==> src/rtl/mux_nto1_skid_pkg.sv <==
// Shared types and constants for the N-to-1 select stage with skid buffer.
// Also holds the operand-forwarding select encodings used by the CPU datapath.
package mux_nto1_skid_pkg;

    localparam int WIDTH_DEF = 32;

    // Operand-forwarding select encodings
    localparam int FWD_RF    = 0;
    localparam int FWD_EXMEM = 1;
    localparam int FWD_MEMWB = 2;
    localparam int FWD_IMM   = 3;

    typedef enum logic [1:0] {
        ST_EMPTY = 2'd0,
        ST_ONE   = 2'd1,
        ST_TWO   = 2'd2
    } skid_state_e;

    function automatic logic sel_in_range(input int sel, input int num_in);
        return (sel < num_in);
    endfunction

endpackage

==> src/rtl/mux_nto1_skid_mux.sv <==
// Combinational N-to-1 word selector; out-of-range selects yield an all-zero word.
module mux_nto1
    import mux_nto1_skid_pkg::*;
#(
    parameter int WIDTH  = WIDTH_DEF,
    parameter int NUM_IN = 4,
    parameter int SEL_W  = 2
) (
    input  logic [NUM_IN*WIDTH-1:0] data_i,
    input  logic [SEL_W-1:0]        select_i,
    output logic [WIDTH-1:0]        data_o,
    output logic                    out_of_range_o
);

    logic [WIDTH-1:0] words [NUM_IN];

    for (genvar gi = 0; gi < NUM_IN; gi++) begin : g_unpack
        assign words[gi] = data_i[gi*WIDTH +: WIDTH];
    end

    always_comb begin
        data_o = '0;
        for (int k = 0; k < NUM_IN; k++) begin
            if (select_i == SEL_W'(k)) begin
                data_o = words[k];
            end
        end
    end

    assign out_of_range_o = !sel_in_range(int'(select_i), NUM_IN);

endmodule

==> src/rtl/mux_nto1_skid.sv <==
// N-to-1 select with registered output, valid/ready handshake and a 2-entry skid
// buffer (MAIN drives data_o, SKID catches the word arriving during a stall).
module mux_nto1_skid
    import mux_nto1_skid_pkg::*;
#(
    parameter int WIDTH  = WIDTH_DEF,
    parameter int NUM_IN = 4,
    parameter int SEL_W  = 2
) (
    input  logic                    clk_i,
    input  logic                    rst_i,
    input  logic [NUM_IN*WIDTH-1:0] data_i,
    input  logic [SEL_W-1:0]        select_i,
    input  logic                    valid_i,
    output logic                    ready_o,
    input  logic                    flush_i,
    output logic [WIDTH-1:0]        data_o,
    output logic                    valid_o,
    input  logic                    ready_i,
    output logic                    sel_err_o
);

    if (SEL_W != $clog2(NUM_IN) || NUM_IN < 2 || NUM_IN > 16) begin : g_bad_param
        $error("mux_nto1_skid: need 2 <= NUM_IN <= 16 and SEL_W == $clog2(NUM_IN)");
    end

    skid_state_e      state_q, state_d;
    logic [WIDTH-1:0] main_q, main_d;
    logic [WIDTH-1:0] skid_q, skid_d;
    logic             sel_err_q, sel_err_d;

    logic [WIDTH-1:0] sel_word;
    logic             sel_oor;
    logic             accept;
    logic             pop;

    mux_nto1 #(
        .WIDTH  (WIDTH),
        .NUM_IN (NUM_IN),
        .SEL_W  (SEL_W)
    ) u_mux (
        .data_i         (data_i),
        .select_i       (select_i),
        .data_o         (sel_word),
        .out_of_range_o (sel_oor)
    );

    assign accept = valid_i & ready_o;
    assign pop    = valid_o & ready_i;

    always_ff @(posedge clk_i) begin
        if (rst_i) begin
            state_q <= ST_EMPTY;
        end else begin
            state_q <= state_d;
        end
    end

    always_comb begin
        state_d = state_q;
        unique case (state_q)
            ST_EMPTY: if (accept) state_d = ST_ONE;
            ST_ONE: begin
                if (accept && !pop) begin
                    state_d = ST_TWO;
                end else if (pop && !accept) begin
                    state_d = ST_EMPTY;
                end
            end
            ST_TWO:   if (pop) state_d = ST_ONE;
            default:  state_d = ST_EMPTY;
        endcase
        if (flush_i) begin
            state_d = ST_EMPTY;
        end
    end

    // Handshake outputs come from registered state only, so ready_o never
    // combinationally depends on ready_i.
    always_comb begin
        ready_o = (state_q != ST_TWO);
        valid_o = (state_q != ST_EMPTY);
    end

    always_comb begin
        main_d    = main_q;
        skid_d    = skid_q;
        sel_err_d = accept & sel_oor;
        if (flush_i) begin
            main_d = '0;
            skid_d = '0;
        end else begin
            unique case (state_q)
                ST_EMPTY: if (accept) main_d = sel_word;
                ST_ONE: begin
                    if (accept && pop) begin
                        main_d = sel_word;
                    end else if (accept) begin
                        skid_d = sel_word;
                    end
                end
                ST_TWO:   if (pop) main_d = skid_q;
                default: ;
            endcase
        end
    end

    always_ff @(posedge clk_i) begin
        if (rst_i) begin
            main_q    <= '0;
            skid_q    <= '0;
            sel_err_q <= 1'b0;
        end else begin
            main_q    <= main_d;
            skid_q    <= skid_d;
            sel_err_q <= sel_err_d;
        end
    end

    assign data_o    = main_q;
    assign sel_err_o = sel_err_q;

endmodule
==> config.mk <==
export PLATFORM = sky130hd
export DESIGN_NAME = mux_nto1_skid
export DESIGN_NICKNAME = d
export VERILOG_FILES = /design/src/rtl/mux_nto1_skid_pkg.sv /design/src/rtl/mux_nto1_skid_mux.sv /design/src/rtl/mux_nto1_skid.sv
export SDC_FILE = /design/constraint.sdc
export NUM_CORES = 1
export LEC_CHECK = 0
export BUFFER_PORTS_ARGS = -buffer_cell sky130_fd_sc_hd__buf_2
export CAP_MARGIN = 20
export CORE_UTILIZATION = 51
export DETAILED_ROUTE_END_ITERATION = 8
export GPL_ROUTABILITY_DRIVEN = 1
export PLACE_DENSITY = 0.84
export SLEW_MARGIN = 20
export SYNTH_ARGS = -nofsm -noshare
export SYNTH_HDL_FRONTEND = slang
export SYNTH_HIERARCHICAL = 1
export SYNTH_SLANG_ARGS = --single-unit
==> constraint.sdc <==
create_clock -name clk_i -period 3.1 [get_ports clk_i]
set_clock_uncertainty 0.15 [all_clocks]
set_input_delay 0.465 -clock clk_i [delete_from_list [all_inputs] [get_ports clk_i]]
set_output_delay 0.465 -clock clk_i [all_outputs]
set_load 0.01 [all_outputs]
==> flow_metrics.tcl <==
set metrics [dict create \
    status "finished clean" \
    grt_usage_pct 26.8 \
    die_w_um 87.3 \
    crit_type "flop to primary output" \
    setup_viol 0 \
    synth_top_cells_by_area "dfxtp_1 (36%), mux4_2 (18%), a211oi_1 (13%), mux2i_1 (8.6%), nand2_1 (6.6%)" \
    wl_per_cell_um 16.8 \
    num-nets-final 634 \
    rsz0062_at_grt "no" \
    cts_tree "built" \
    crit_fanout 17 \
    n_fill_cell 561 \
    hold_viol_final 0 \
    grt_pass1_wl_um 15600 \
    drt_iter0_drc 136 \
    htreeDepth 3 \
    synth_warnings 6 \
    cts_setup_buffers 0 \
    final_core_util_pct 68.0 \
    post-route-period-util_pct 69.7 \
    finalMaxSlewViolations 0 \
    antenna_found_initial 0 \
    ios 170 \
    synth_edf_count 0 \
    clock_latency_ns 0.33 \
    worstPathArrival_ns 1.55 \
    cellLeakagePower_nw 2.14 \
    maxSlewHeadroom_pct 50.2 \
    start_util_pct 53.7 \
    dr.pass1.iters 4 \
    row_count 30 \
    first_global_vias 3372 \
    cts_buffers 9 \
    yosys_register_bits 67 \
    drv_cap 0 \
    routabilityCongestion 0.782 \
    path_clk_slew_ns 0.07 \
    period_needed_ns 2.16 \
    synth_largest_area_cell "dfxtp_1" \
    worst_pin_slew_ns 0.747 \
    place_inst 584 \
    place_ws_ns 0.732 \
    syn2layout_area_growth_pct 26.6 \
    wirelength_um 10100 \
    cts_root_buf "clkbuf_8" \
    final_area_um2 4690 \
    holdWs_ns 0.304 \
    synth_top_area_share_pct 36.2 \
    diodes 0 \
    power.density_nw_per_um2 442 \
    post-dp-hpwl_um 7130 \
    portBuffers 169 \
    finalPower_mw 2.08 \
    setup_tns_ns 0 \
    grt_max_degree 67 \
    die_h_um 87.3 \
    avgViaCountPerCell 5.79 \
    synthArstFlopShare_pct 0 \
    via_count 3473 \
    stdcell_count 600 \
    synth_cells 352 \
    drive_above_1_share_pct 45.8 \
    synth.net_count 487 \
    synth.distinct_cells 27 \
    clockBufferDepth 2 \
    final.setup.worst_slack_ns 0.940 \
    synth_area_um2 3710 \
    hp-class "flop to flop" \
    coreArea_um2 6910 \
    die_area_um2 7610 \
    postRouteAntennaNets 0 \
    cts.sinks 67 \
    multi_input_area_um2 2090 \
    grt_overflow 0 \
    synth-main-ff-cell "dfxtp_1" \
    place_area_um2 4470 \
    endpoint_kind "primary output" \
    drc_errors 0 \
    ir_drop_mv 0.216 \
    cts_hold_buf 0 \
    fmax_mhz 463 \
    crit_required_ns 2.48 \
    avgSynthCellArea_um2 10.5 \
    ys_seq_area_share_pct 36.2 \
    cts_resized 0 \
    seq_area_um2 1340 \
    startpoint_type "flop" \
]
-- cell usage in the layout, fill, tap and decap left out --
master      instances
buf_2             169
dfxtp_1            67
nand2_1            65
a211oi_1           64
a21oi_1            33
mux2i_1            32
mux4_2             30
clkbuf_8           10
buf_4               9
bufinv_16           2
clkinvlp_4          2
mux4_1              2
or2_2               1
nand2b_2            1
or3b_2              1
a21o_1              1
nor2b_2             1
and2_1              1
o21bai_1            1
or2_4               1
nand2b_1            1
and3b_1             1
a21o_4              1
nor4bb_4            1
nand4bb_1           1
o21a_1              1
nor2_1              1
and4b_1             1
clkinv_4            1
clkinv_2            1
conb_1              1
-- layer usage --
| layer | track usage (%) | share of wire [%] |
|---|---|---|
| met4 | 12.1 | 1.8 |
| met1 | 31.3 | 38 |
| met2 | 48.2 | 52 |
| met3 | 4.36 | 7.7 |
| met5 | 0 | 0 |
-- final timing paths --
path / from / end / slack (ns) / depth (start not counted)
max reg2reg: state_q[0] / data_o[16] / 1.01 / 4
max: state_q[0] / ready_o / 0.94 / 2
min: skid_q[4] / skid_q[4] / 0.30 / 2
min reg2reg: skid_q[4] / skid_q[4] / 0.30 / 2
-- registers in the layout (all words and copies together), names as in the netlist --
signal,cells
state_q,2
data_o,32
skid_q,32
sel_err_o,1
-- worst max-delay path, cell delays in order, from the launching register on --
cell      delay (ns)
dfxtp_1         0.44
nand2b_2        0.53
buf_2           0.24
-- cells in the mapped netlist (3+ instances only) --
master and number:
mux4_2 30, buf_12 3, mux2i_1 32, a211oi_1 64, clkbuf_1 11, dfxtp_1 67
buf_2 18, nand2_1 65, buf_6 8, a21oi_1 33
-- power breakdown --
part	switching, mW	leakage [nW]	internal (mW)
logic	0.171	1.49	0.195
clock network	0.337	0.108	0.474
registers	0.0140	0.544	0.885
-- kinds of logic (layout without fill, tap and decap cells) --
| logic type | Yosys count | after routing | share of synthesized area, % |
|---|---|---|---|
| compound gates | 101 | 101 | 18.4 |
| buf+inv | 42 | 194 | 8.00 |
| flops | 67 | 67 | 36.2 |
| mux | 64 | 64 | 28.3 |
| other cells | 1 | 1 | 0.101 |
| simple gates | 77 | 77 | 9.01 |
-- cell type report --
cell class | count | area share [%]
Multi-Input combinational cell | 243 | 44.6
Tap cell | 96 | 2.56
Timing Repair Buffer | 178 | 19.5
Clock buffer | 10 | 2.93
Clock inverter | 6 | 1.89
Sequential cell | 67 | 28.6
Power figures use the tool's default switching activity.
